==> src/rtl/oled_pkg.sv <==
// Shared definitions for the SSD1306 command sequencer: FSM states, error
// codes, i2c control bytes and the display power-up command table.
package oled_pkg;

  typedef enum logic [2:0] {
    IDLE,
    OPEN,    // device address byte in flight
    CTRL,    // control byte in flight
    INIT,    // power-up table entries in flight
    STREAM,  // caller bytes in flight
    CLOSE    // enable dropped, waiting for the engine to release next
  } state_t;

  typedef enum logic [1:0] {
    ERR_NONE    = 2'd0,
    ERR_NACK    = 2'd1,
    ERR_TIMEOUT = 2'd2
  } err_t;

  // SSD1306 control byte: Co=0, D/C#=0 for commands, D/C#=1 for GDDRAM data.
  localparam logic [7:0] CTRL_CMD  = 8'h00;
  localparam logic [7:0] CTRL_DATA = 8'h40;

  localparam int unsigned INIT_TABLE_DEPTH = 16;

  // Display off, clock divide 0x80, multiplex 64, charge pump on, display on.
  localparam logic [7:0] INIT_TABLE [INIT_TABLE_DEPTH] = '{
    8'hAE, 8'hD5, 8'h80, 8'hA8, 8'h3F, 8'h8D, 8'h14, 8'hAF,
    8'h00, 8'h00, 8'h00, 8'h00, 8'h00, 8'h00, 8'h00, 8'h00
  };

endpackage

==> src/rtl/oled_cmd_sequencer_edge.sv <==
// i2c_next_edge: registers the engine's `next` request once, derives its
// rise/fall strobes, and runs the stall timer that restarts on every edge.
//
// Ports:
//   clock, reset_n  system clock, asynchronous active-low reset
//   next            engine `next` request (same clock domain)
//   run             timer counts when high, holds when low
//   clear           forces the timer to zero (sequencer not in a transfer)
//   rise, fall      single-cycle strobes for the edges of `next`
//   timeout         timer has reached TIMEOUT cycles without an edge
module i2c_next_edge #(
  parameter logic [15:0] TIMEOUT = 16'd4095
) (
  input  logic clock,
  input  logic reset_n,
  input  logic next,
  input  logic run,
  input  logic clear,
  output logic rise,
  output logic fall,
  output logic timeout
);

  logic        next_q;
  logic [15:0] timer_q;

  assign rise    = next & ~next_q;
  assign fall    = ~next & next_q;
  assign timeout = (timer_q == TIMEOUT);

  // NOTE: state registers use non-blocking assignment so every flop samples
  // the pre-edge values; blocking here would make results order-dependent.
  always_ff @(posedge clock or negedge reset_n) begin
    if (!reset_n) begin
      next_q  <= 1'b0;
      timer_q <= '0;
    end else begin
      next_q <= next;
      if (clear || rise || fall) begin
        timer_q <= '0;
      end else if (run && (timer_q != TIMEOUT)) begin
        // Saturate so a held timeout cannot wrap back to a quiet value.
        timer_q <= timer_q + 16'd1;
      end
    end
  end

endmodule

==> src/rtl/oled_cmd_sequencer.sv <==
// oled_cmd_sequencer: drives a byte-level i2c engine for an SSD1306 OLED.
// One transaction sends the device address, a control byte, the power-up
// command table (command mode only) and then caller bytes until data_last.
//
// Ports:
//   clock, reset_n        system clock, asynchronous active-low reset
//   start, stream_mode    begin a transaction; mode selects command/data
//   data, data_valid,     caller byte stream; data_ready pulses when a byte
//   data_last, data_ready is consumed, data_last marks the final byte
//   i2c_enable, i2c_command, i2c_ack   to the i2c engine
//   i2c_next, i2c_trouble              from the i2c engine
//   busy, done, error     status: transfer active, success pulse, sticky cause
module oled_cmd_sequencer
  import oled_pkg::*;
#(
  parameter logic [6:0]  DEV_ADDR = 7'h3C,
  parameter int unsigned INIT_LEN = 8,
  parameter logic [15:0] TIMEOUT  = 16'd4095
) (
  input  logic       clock,
  input  logic       reset_n,
  input  logic       start,
  input  logic       stream_mode,
  input  logic [7:0] data,
  input  logic       data_valid,
  input  logic       data_last,
  output logic       data_ready,
  output logic       i2c_enable,
  output logic [7:0] i2c_command,
  output logic       i2c_ack,
  input  logic       i2c_next,
  input  logic       i2c_trouble,
  output logic       busy,
  output logic       done,
  output logic [1:0] error
);

  if (INIT_LEN < 1 || INIT_LEN > INIT_TABLE_DEPTH) begin : g_bad_init_len
    $error("oled_cmd_sequencer: INIT_LEN must be in 1..16");
  end

  localparam logic [3:0] LAST_IDX = 4'(INIT_LEN - 1);

  state_t     state_q, state_d;
  err_t       err_q,   err_d;
  logic [3:0] idx_q,   idx_d;
  logic [7:0] cmd_q,   cmd_d;
  logic       ack_q,   ack_d;
  logic       en_q,    en_d;
  logic       busy_q,  busy_d;
  logic       done_q,  done_d;
  logic       ready_q, ready_d;
  logic       mode_q,  mode_d;   // stream_mode captured at start
  logic       last_q,  last_d;   // byte in flight was flagged last
  logic       wait_q,  wait_d;   // engine is held while we wait for data_valid

  logic rise, fall, timeout;
  logic in_xfer, timer_run;
  logic close, fetch;

  // Transfer states are the ones where the engine owns the bus for us.
  assign in_xfer   = (state_q != IDLE) && (state_q != CLOSE);
  assign timer_run = ~wait_q;

  i2c_next_edge #(
    .TIMEOUT (TIMEOUT)
  ) u_next_edge (
    .clock   (clock),
    .reset_n (reset_n),
    .next    (i2c_next),
    .run     (timer_run),
    .clear   (~in_xfer),
    .rise    (rise),
    .fall    (fall),
    .timeout (timeout)
  );

  // NOTE: every variable gets a default before any branch so no path leaves
  // one unassigned, which would otherwise infer a latch.
  always_comb begin
    state_d = state_q;
    err_d   = err_q;
    idx_d   = idx_q;
    cmd_d   = cmd_q;
    ack_d   = ack_q;
    en_d    = en_q;
    busy_d  = busy_q;
    done_d  = 1'b0;
    ready_d = 1'b0;
    mode_d  = mode_q;
    last_d  = last_q;
    wait_d  = wait_q;
    close   = 1'b0;
    fetch   = 1'b0;

    // The engine has latched the byte once it drops next.
    if (fall) ack_d = 1'b0;

    // A NACK outranks both a stall and a simultaneous byte request.
    if (in_xfer && i2c_trouble) begin
      err_d = ERR_NACK;
      close = 1'b1;
    end else if (in_xfer && timeout) begin
      err_d = ERR_TIMEOUT;
      close = 1'b1;
    end else begin
      case (state_q)
        IDLE: begin
          if (start) begin
            busy_d  = 1'b1;
            err_d   = ERR_NONE;
            cmd_d   = {DEV_ADDR, 1'b0};
            en_d    = 1'b1;
            ack_d   = 1'b0;
            mode_d  = stream_mode;
            idx_d   = '0;
            last_d  = 1'b0;
            wait_d  = 1'b0;
            state_d = OPEN;
          end
        end
        OPEN: begin
          if (rise) begin
            cmd_d   = mode_q ? CTRL_DATA : CTRL_CMD;
            ack_d   = 1'b1;
            state_d = CTRL;
          end
        end
        CTRL: begin
          if (rise) begin
            if (mode_q) begin
              state_d = STREAM;
              fetch   = 1'b1;
            end else begin
              cmd_d   = INIT_TABLE[0];
              ack_d   = 1'b1;
              idx_d   = '0;
              state_d = INIT;
            end
          end
        end
        INIT: begin
          if (rise) begin
            if (idx_q == LAST_IDX) begin
              // Data already waiting continues in the same transaction.
              if (data_valid) begin
                state_d = STREAM;
                fetch   = 1'b1;
              end else begin
                close = 1'b1;
              end
            end else begin
              cmd_d = INIT_TABLE[idx_q + 4'd1];
              ack_d = 1'b1;
              idx_d = idx_q + 4'd1;
            end
          end
        end
        STREAM: begin
          if (wait_q) begin
            fetch = 1'b1;
          end else if (rise) begin
            if (last_q) close = 1'b1;
            else        fetch = 1'b1;
          end
        end
        CLOSE: begin
          en_d  = 1'b0;
          ack_d = 1'b0;
          if (i2c_trouble && (err_q == ERR_NONE)) err_d = ERR_NACK;
          if (!i2c_next) begin
            done_d  = (err_d == ERR_NONE);
            busy_d  = 1'b0;
            state_d = IDLE;
          end
        end
        default: state_d = IDLE;
      endcase
    end

    if (close) begin
      state_d = CLOSE;
      en_d    = 1'b0;
      ack_d   = 1'b0;
      wait_d  = 1'b0;
    end

    // Engine wants a stream byte: hand it over or park with ack low.
    if (fetch) begin
      if (data_valid) begin
        cmd_d   = data;
        ack_d   = 1'b1;
        ready_d = 1'b1;
        last_d  = data_last;
        wait_d  = 1'b0;
      end else begin
        wait_d = 1'b1;
      end
    end
  end

  always_ff @(posedge clock or negedge reset_n) begin
    if (!reset_n) begin
      state_q <= IDLE;
      err_q   <= ERR_NONE;
      idx_q   <= '0;
      cmd_q   <= '0;
      ack_q   <= 1'b0;
      en_q    <= 1'b0;
      busy_q  <= 1'b0;
      done_q  <= 1'b0;
      ready_q <= 1'b0;
      mode_q  <= 1'b0;
      last_q  <= 1'b0;
      wait_q  <= 1'b0;
    end else begin
      state_q <= state_d;
      err_q   <= err_d;
      idx_q   <= idx_d;
      cmd_q   <= cmd_d;
      ack_q   <= ack_d;
      en_q    <= en_d;
      busy_q  <= busy_d;
      done_q  <= done_d;
      ready_q <= ready_d;
      mode_q  <= mode_d;
      last_q  <= last_d;
      wait_q  <= wait_d;
    end
  end

  assign i2c_enable  = en_q;
  assign i2c_command = cmd_q;
  assign i2c_ack     = ack_q;
  assign busy        = busy_q;
  assign done        = done_q;
  assign data_ready  = ready_q;
  assign error       = err_q;

endmodule
==> config.mk <==
export PLATFORM = sky130hd
export DESIGN_NAME = oled_cmd_sequencer
export DESIGN_NICKNAME = d
export VERILOG_FILES = /design/src/rtl/oled_pkg.sv /design/src/rtl/oled_cmd_sequencer_edge.sv /design/src/rtl/oled_cmd_sequencer.sv
export SDC_FILE = /design/constraint.sdc
export NUM_CORES = 1
export LEC_CHECK = 0
export CORE_AREA = 2 2 90 70
export DETAILED_ROUTE_END_ITERATION = 7
export DIE_AREA = 0 0 92 72
export PLACE_DENSITY_LB_ADDON = 0.08
export SLEW_MARGIN = 20
export SYNTH_ARGS = -nofsm -noshare
export SYNTH_HDL_FRONTEND = slang
export SYNTH_HIERARCHICAL = 1
export SYNTH_SLANG_ARGS = --single-unit
==> constraint.sdc <==
create_clock -name clock -period 3.3 [get_ports clock]
set_clock_uncertainty 0.2 [all_clocks]
set_input_delay 0.66 -clock clock [delete_from_list [all_inputs] [get_ports clock]]
set_output_delay 0.66 -clock clock [all_outputs]
set_load 0.03 [all_outputs]
==> results of run 1 <==
[kinds of logic (layout without fill, tap and decap cells)]
logic type                 count (synthesis)  count (layout)  synth area share, %
and+or+nand+nor                          123             123                 25.6
AOI/OAI and AO/OA                        103             103                 26.3
DFF                                       42              42                 37.7
muxes                                      3               3                 1.12
adders and majority gates                  5               5                 2.25
buffers and inverters                     28              56                 5.48
xor gates and xnor gates                   4               4                 1.53
[power by group]
| part | switching, W | leakage, nW | internal, W |
|---|---|---|---|
| Sequential | 0.000181 | 0.553 | 0.000622 |
| Clock | 0.000173 | 0.0438 | 0.000142 |
| Combinational | 0.000636 | 0.720 | 0.000438 |
[layout by cell type, fill, tap and decap left out, types with 6 or more instances in the layout]
master           count
nand3_1             13
nand4_1              6
a31oi_1              6
inv_1               12
o21ai_0             18
o31ai_1             10
dfrtp_1             42
a21oi_1             21
o21ai_1              7
nor2_1              24
nand2_1             24
clkdlybuf4s50_1     29
[metrics by stage]
stage,utilization [%],worst slack (ns),std cells
2_1_floorplan,-,0.820,308
3_3_place_gp,54.6,0.375,407
3_5_place_dp,54.6,0.300,407
4_1_cts,56.0,0.423,414
5_1_grt,56.0,0.220,414
6_report,56.0,0.410,414
[final cells by class]
| cell class | count | area [um^2] |
|---|---|---|
| inverter | 14 | 52.6 |
| timing repair buffer | 35 | 333 |
| clock inverter | 2 | 10.0 |
| sequential | 42 | 1050 |
| clock buffer | 5 | 68.8 |
| tap | 78 | 97.6 |
| fill | 530 | 2510 |
| multi-input combinational | 238 | 1580 |
[per-layer routing]
layer | wire, um | track usage, % | up-vias
met5 | 0 | 0 | -
met2 | 2640 | 28.7 | 77
met4 | 31 | 4.15 | 0
li1 | - | - | 1220
met3 | 492 | 3.84 | 2
met1 | 3760 | 36.8 | 1163
[flip-flops by register name (all words and copies together), names as in the netlist]
signal	flops
u_next_edge/timer_q	16
i2c_command	8
idx_q	4
state_q	3
error	2
busy	1
data_ready	1
done	1
i2c_ack	1
i2c_enable	1
last_q	1
mode_q	1
u_next_edge/next_q	1
wait_q	1
[critical path, delay by kind of cell (launching register included)]
kind | cells | cell delay, ns
flops | 1 | 0.40
fa+ha+maj | 1 | 0.23
simple gates | 3 | 0.88
compound gates | 3 | 1.10
[final timing paths]
kind	start	endpoint	slack, ns	depth (start not counted)
worst min register to register	u_next_edge/timer_q[10]	u_next_edge/timer_q[10]	0.32	1
min in group clock	u_next_edge/timer_q[10]	u_next_edge/timer_q[10]	0.32	1
worst max register to register	u_next_edge/timer_q[0]	i2c_command[5]	0.41	7
worst min-delay path	reset_n	u_next_edge/timer_q[13]	0.32	1
max in group asynchronous	reset_n	i2c_command[6]	1.97	1
worst max-delay path	u_next_edge/timer_q[0]	i2c_command[5]	0.41	7
==> run summary, run 1 <==
Die W: 92 um
Rows: 24
Clock-pin slew on the worst setup and hold paths: 0.08 ns
Top cells by area, synth: dfrtp_1, a21oi_1, o21ai_0, nand2_1, nor2_1
Ys flop type: dfrtp_1
Worst slew pin tran: 0.984 ns
Crit path kind: flip-flop to flip-flop
Post-synth top area share: 37.7%
Die Area: 6620 um^2
DRT iter0 DRCs: 215
CTS tree: done
Post-route cell area: 3190 um^2
Clock latency on the worst-skew pair: 0.29 ns
CTS Buf Count: 5
Flops & latches, synth: 42
Crit share post-route: 87.6%
DRT antenna net count: 0
Top-count cell post-synth: dfrtp_1
Vias per cell: 5.95
Crit path capture type: flip-flop
Final Setup Violations: 0
Clk root buf: clkbuf_8
IO buf count: 30
Commonest cells post-synth: dfrtp_1, nand2_1, nor2_1
DR DRC count: 0
Final net count: 357
Synth unique cells: 70
Synthesized area: 2790 um^2
Post-Syn Nets: 329
Layout cells sized above 1: 13.1%
CTS max path bufs: 2
Static Leakage: 1.32 nW
Max-slew violations: 0
Arr. time, crit path: 2.90 ns
Class of the worst hold path: input pin to async pin
Final setup TNS: 0 ns
Die Y: 72 um
Post-synth EDFFs: 0
Resize count post-CTS: 0
Initial core utilization: 48.8%
Sequential-to-total area share from yosys stat: 37.7%
Worst EP required: 3.31 ns
Min Hold Slack: 0.323 ns
PD cells: 686 nW/um^2
Setup repair bufs after CTS: 0
Wire length per cell: 16.7 um
Largest net degree at the start of global routing: 43
Routability Congestion: 0.879
Min Tclk post-route: 2.89 ns
GR Overflow Total: 0
Total Routing Usage GR: 21.8%
WL final: 6920 um
Rel. slew slack: 34.4%
TritonCTS Sinks: 42
Status: finished clean
Post-synthesis cell count: 308
Ys async rst share: 100%
Vias in the first global route: 2,185
Core area: 5710 um^2
Synth Area per Inst: 9.04 um^2
Cts-stage hold buffer count: 0
Max_cap viols: 0
Fmax: 346 MHz
Crit Path Max Fanout: 20
DP Area: 3120 um^2
Crit-path cells: ha_1, nand3_1, nor4_4, nor2_2, o221ai_2, o21ai_1, o2bb2ai_1
Layout area overhead: 14.7%
Tot Pwr: 0.00219 W
Antenna Cells: 0
Synth area leader: dfrtp_1
Hpwl dp: 4940 um
DR vias: 2,462
Max stage delay on crit path: 0.76 ns
Final hold vios: 0
Htree depth: 2
Setup crit start kind: flip-flop
Initial antenna violation count: 0
Max IR drop VDD: 0.000385 V
Yosys warnings: 6
Drt pass-1 iters: 4
Crit path max-delay cell type: o221ai_2
First-pass GRT wire length: 11,500 um
RSZ-0062 raised after global routing: false
Boundary Pins: 31
(Power assumes the default switching activity.)
==> run 2: changes to the inputs <==
--- a/config.mk
+++ b/config.mk
@@ -5,9 +5,11 @@
 export SDC_FILE = /design/constraint.sdc
 export NUM_CORES = 1
 export LEC_CHECK = 0
-export CORE_AREA = 2 2 90 70
+export ABC_AREA = 1
+export CORE_AREA = 2 2 93 72
 export DETAILED_ROUTE_END_ITERATION = 7
-export DIE_AREA = 0 0 92 72
+export DIE_AREA = 0 0 95 74
+export HOLD_SLACK_MARGIN = 0.02
 export PLACE_DENSITY_LB_ADDON = 0.08
 export SLEW_MARGIN = 20
 export SYNTH_ARGS = -nofsm -noshare
==> run 2 against run 1 <==
  * Wire length rose by 6.7%
  * Sequential share of layout area shrank 2.4 points
  * Via count rose by 15%
  * Sequential power fell by 7.1%
  * Critical path depth rose by 4
  * Global-route usage rose by 0.98 points
  * Worst hold slack worse by 0.18 ns
  * Critical path type unchanged
==> run summary, run 2 <==
DR DRC count: 0
DR vias: 2,841
Top-count cell post-synth: nand2_1
Die Y: 74 um
DRT iter0 DRCs: 365
RSZ-0062 raised after global routing: false
Ys async rst share: 100%
Yosys warnings: 6
Die W: 95 um
Initial core utilization: 48.4%
Post-synth EDFFs: 0
Wire length per cell: 13.6 um
Max-slew violations: 0
Synth Area per Inst: 6.99 um^2
Sequential-to-total area share from yosys stat: 35.2%
Tot Pwr: 0.00226 W
Fmax: 371 MHz
Largest register by flop count: u_next_edge/timer_q
Boundary Pins: 31
Routability Congestion: 0.865
Min Tclk post-route: 2.69 ns
Place WS: 0.346 ns
Vias in the first global route: 2,499
FF/Latch Area: 1050 um^2
Flops & latches, synth: 42
CTS Buf Count: 5
Most frequent cells in the layout: nand2_1, inv_1, nand3_1
Htree depth: 2
Hpwl dp: 5540 um
Synth area leader: dfrtp_1
Die Area: 7030 um^2
Synthesized area: 2990 um^2
Class of the worst hold path: input pin to async pin
TritonCTS Sinks: 42
Area of the multi-input gates: 1640 um^2
Layout cells sized above 1: 11.0%
Setup ws final: 0.607 ns
Cts-stage hold buffer count: 0
Worst slew pin tran: 0.557 ns
WL final: 7390 um
Synth unique cells: 36
DP Area: 3350 um^2
CTS tree: done
Max reg flops: 16
Filler cells: 576
Most common cell after layout, fill and taps aside: nand2_1
Final hold vios: 0
Final net count: 483
Min Hold Slack: 0.146 ns
GR Overflow Total: 0
Setup repair bufs after CTS: 0
Post-route cell area: 3450 um^2
Status: finished clean
Total Routing Usage GR: 22.8%
CTS max path bufs: 2
Worst EP required: 3.29 ns
Max_cap viols: 0
Arr. time, crit path: 2.69 ns
Crit path capture type: flip-flop
Final Setup Violations: 0
Crit Path Max Fanout: 15
PD cells: 655 nW/um^2
Commonest cells post-synth: nand2_1, inv_1, nand3_1
Clk root buf: clkbuf_8
Clock-pin slew on the worst setup and hold paths: 0.08 ns
Layout area overhead: 15.5%
Post-Syn Nets: 448
Rows: 25
Setup crit start kind: flip-flop
Drt pass-1 iters: 6
IO buf count: 30
Final setup TNS: 0 ns
Ys flop type: dfrtp_1
Vias per cell: 5.22
Worst R2R Setup Slack: 0.61 ns
Max IR drop VDD: 0.000297 V
Antenna Cells: 0
Crit share post-route: 81.6%
Largest net degree at the start of global routing: 43
Initial antenna violation count: 0
Crit path kind: flip-flop to flip-flop
Resize count post-CTS: 0
Rel. slew slack: 62.9%
Static Leakage: 1.76 nW
Core area: 6160 um^2
Post-synthesis cell count: 427
Post-synth top area share: 35.2%
DRT antenna net count: 0
First-pass GRT wire length: 12,400 um
Top cells by area, synth: dfrtp_1, nand2_1, nand3_1, inv_1, nor2_1
Clock latency on the worst-skew pair: 0.30 ns
==> run 2: cell count changes after synthesis, moves of 6 or more <==
| cell | before | now |
|---|---|---|
| nand3_1 | 13 | 47 |
| nand2_1 | 24 | 132 |
| o31ai_1 | 10 | 0 |
| o21ai_0 | 18 | 26 |
| a31oi_1 | 6 | 0 |
| nor2_1 | 24 | 37 |
| o21ai_1 | 7 | 1 |
| o21ai_2 | 2 | 10 |
| inv_1 | 12 | 53 |
| a21oi_1 | 21 | 11 |
==> run 2: path summary, 6_finish.rpt <==
kind | from | endpoint | cells after the start
setup reg to reg | u_next_edge/timer_q[0] | i2c_command[7] | 11
min in group clock | busy | busy | 2
setup / recovery | u_next_edge/timer_q[0] | i2c_command[7] | 11
hold / removal | reset_n | u_next_edge/timer_q[12] | 1
max in group asynchronous | reset_n | u_next_edge/timer_q[0] | 1
hold reg to reg | busy | busy | 2
==> run 2: area by class of cell <==
cell class	instances	area share, %
clock buffers	7	2.50
clock inverters	1	0.145
inverters	59	6.57
multi-input cells	319	47.6
flip-flops and latches	42	30.5
well taps	81	2.94
repair buffers	35	9.72
==> run 2: cells by family after synthesis <==
family / after synthesis / synth area share [%]
adder cells (fa/ha/maj): 5 / 2.10
AND/OR/NAND/NOR: 254 / 39.9
AO/OA/AOI/OAI: 54 / 11.2
XOR/XNOR: 6 / 1.76
flip-flops: 42 / 35.2
buffers and inverters: 66 / 9.77
==> run 2: metal layers <==
metal | GRT usage, % | wire length (um)
met3 | 5.98 | 743
met4 | 4.35 | 48
met2 | 30.0 | 2750
met5 | 0 | 0
met1 | 37.1 | 3840
==> run 2: per-stage QoR <==
step / util (%) / instances
after floorplan: - / 427
after global placement: 54.4 / 536
after detailed placement: 54.4 / 536
after CTS: 55.9 / 544
after global routing: 56.0 / 544
final: 56.0 / 544
==> run 2: power breakdown <==
group | switching [W] | total [W] | leakage [nW] | internal [W]
Sequential | 0.000122 | 0.000746 | 0.561 | 0.000624
Combinational | 0.000774 | 0.00116 | 1.16 | 0.000390
Clock | 0.000179 | 0.000348 | 0.0482 | 0.000169
Total | 0.00107 | 0.00226 | 1.76 | 0.00118
==> run 2: worst max-delay path, cell delays in order, from the launching register on <==
cell	delay, ns
dfrtp_1	0.43
ha_1	0.22
nand3_2	0.19
inv_1	0.15
nand2_1	0.11
nor3_1	0.37
o211ai_4	0.23
nand3_2	0.29
buf_4	0.21
nand2_1	0.06
nor2_1	0.09
nor2_1	0.05
==> run 3: changes to the inputs <==
==> constraint.sdc (replaced) <==
create_clock -name clock -period 2.2 [get_ports clock]
set_clock_uncertainty 0.2 [all_clocks]
set_input_delay 0.44 -clock clock [delete_from_list [all_inputs] [get_ports clock]]
set_output_delay 0.44 -clock clock [all_outputs]
set_load 0.03 [all_outputs]
==> run 3 against run 2 <==
  * Die area is the same
  * Utilization grew 7.5 points
  * Non-clock buffer count grew 46
  * Register-to-register slack lost 0.54 ns
  * Power grew 71%
  * Cell count grew 8.5%
  * First-iteration DRC count shrank 50%
  * Final area grew 13%
  * Wire length grew 8.5%
  * Sequential share of layout area shrank 3.6 points
  * Worst hold slack lost 0.12 ns
  * Maximum frequency grew 26%
  * Critical endpoint is now i2c_command[3]
  * Largest cell class unchanged
  * Largest power group unchanged
==> run summary, run 3 (same netlist as run 2, synthesis figures left out) <==
Status: finished clean
Die Area: 7030 um^2
Setup crit start kind: flip-flop
Final Setup Violations: 0
GRT met3 Usage: 4.46%
Wire length per cell: 13.6 um
Crit path kind: flip-flop to flip-flop
DR vias: 3,005
CTS Buf Count: 5
Vias per cell: 5.09
Arr. time, crit path: 2.13 ns
Hpwl dp: 5960 um
Min Hold Slack: 0.0216 ns
Max IR drop VDD: 0.000597 V
Crit share post-route: 97.1%
P_int: 0.00214 W
Initial core utilization: 48.4%
Seq pwr share: 28.2%
Static Leakage: 2.03 nW
Max_cap viols: 0
Rel. slew slack: 62.6%
WL final: 8020 um
M1 GR Usage: 40.9%
Total Routing Usage GR: 23.5%
IO buf count: 30
First-pass GRT wire length: 12,800 um
Worst slew pin tran: 0.561 ns
Clock power share: 15.9%
Switching portion of total power: 44.7%
Routability Congestion: 0.936
Crit Path Max Fanout: 5
Die Y: 74 um
Class of the worst hold path: input pin to async pin
Largest net degree at the start of global routing: 43
Boundary Pins: 31
Largest register by flop count: u_next_edge/timer_q
Rows: 25
Tot Pwr: 0.00386 W
Cts-stage hold buffer count: 0
Max reg flops: 16
TritonCTS Sinks: 42
Most common cell after layout, fill and taps aside: nand2_1
Die W: 95 um
GRT busiest layer: met1
GR Overflow Total: 0
Layout cells sized above 1: 21.0%
Antenna Cells: 0
Vias in the first global route: 2,597
Combinational Power Share: 55.9%
Min Tclk post-route: 2.14 ns
Clk root buf: clkbuf_8
Most frequent cells in the layout: nand2_1, inv_1, nand3_1, buf_4, dfrtp_1
Final hold vios: 0
Crit path capture type: flip-flop
DR DRC count: 0
Clock latency on the worst-skew pair: 0.30 ns
Core area: 6160 um^2
Switch Pwr: 0.00172 W
Clock-pin slew on the worst setup and hold paths: 0.09 ns
Htree depth: 2
Layout area overhead: 31.0%
Final net count: 529
Met2 Resource Use GR: 29.2%
DRT antenna net count: 0
Worst EP required: 2.19 ns
CTS tree: done
CTS max path bufs: 2
Initial antenna violation count: 0
DRT iter0 DRCs: 181
Max-slew violations: 0
PD cells: 987 nW/um^2
Drt pass-1 iters: 4
Fmax: 468 MHz
run 3: cell types whose count changed in the layout (fill, tap and decap cells not counted), moves of 3 or more:
cell,change
buf_4,+41
nand2_1,-3
nand2_2,+3
o21ai_0,-3
o21ai_1,+3
run 3: cell type report:
cell class              instances  area [um^2]
flip-flops and latches         42         1050
repair buffers                 81          727
multi-input cells             319         1690
inverters                      59          230
clock buffers                   5         68.8
fillers                       580         2250
clock inverters                 3         40.0
well taps                      81          101
run 3: routing by layer:
layer	wire, um	vias to the layer above
met2	3020	104
met5	0	-
met1	4420	1368
met4	51	0
li1	-	1527
met3	522	6
run 3: metrics by stage:
stage / cell area, um^2 / cells / util [%] / setup slack [ns] / TNS [ns]
floorplan: 2990 / 427 / - / 0.0222 / 0
global placement: 3650 / 573 / 59.2 / -0.321 / -4.33
detailed placement: 3650 / 573 / 59.2 / -0.376 / -5.05
CTS: 3770 / 581 / 61.2 / 0.00515 / 0
global route: 3910 / 590 / 63.5 / -0.0294 / -0.119
finish: 3910 / 590 / 63.5 / 0.0630 / 0
run 3: worst max-delay path, stage by stage, from the launching register on:
cell and delay (ns):
dfrtp_1 0.39, ha_2 0.21, nand3_4 0.10, inv_2 0.05
nand2_2 0.09, nor3_4 0.05, o211ai_4 0.30, nand3_4 0.17
buf_12 0.16, or2_1 0.20, nand2_1 0.07, inv_1 0.03
run 3: timing repair:
action	in CTS	in global routing
setup endpoints to repair	9	18
buffers inserted	0	8
hold endpoints to repair	0	0
cloned	0	1
pin swaps	0	9
resized for setup	2	17
run 3: power groups by stage:
stage	combinational [W]	clock [W]	sequential [W]
6_report	0.00216	0.000615	0.00109
2_1_floorplan	0.00109	0	0.00125
5_1_grt	0.00238	0.000664	0.00111
4_1_cts	0.00201	0.000627	0.00108
3_5_place_dp	0.00200	0	0.00110
3_3_place_gp	0.00200	0	0.00110
run 3: path summary, 6_finish.rpt:
| kind | start | cells past startpoint | end | slack, ns |
|---|---|---|---|---|
| min reg2reg | idx_q[3] | 2 | idx_q[3] | 0.33 |
| min | reset_n | 2 | u_next_edge/timer_q[15] | 0.02 |
| max in group asynchronous | reset_n | 2 | i2c_command[0] | 1.40 |
| min in group clock | i2c_next | 2 | u_next_edge/next_q | 0.23 |
| max | u_next_edge/timer_q[1] | 11 | i2c_command[3] | 0.06 |
| max reg2reg | u_next_edge/timer_q[1] | 11 | i2c_command[3] | 0.06 |
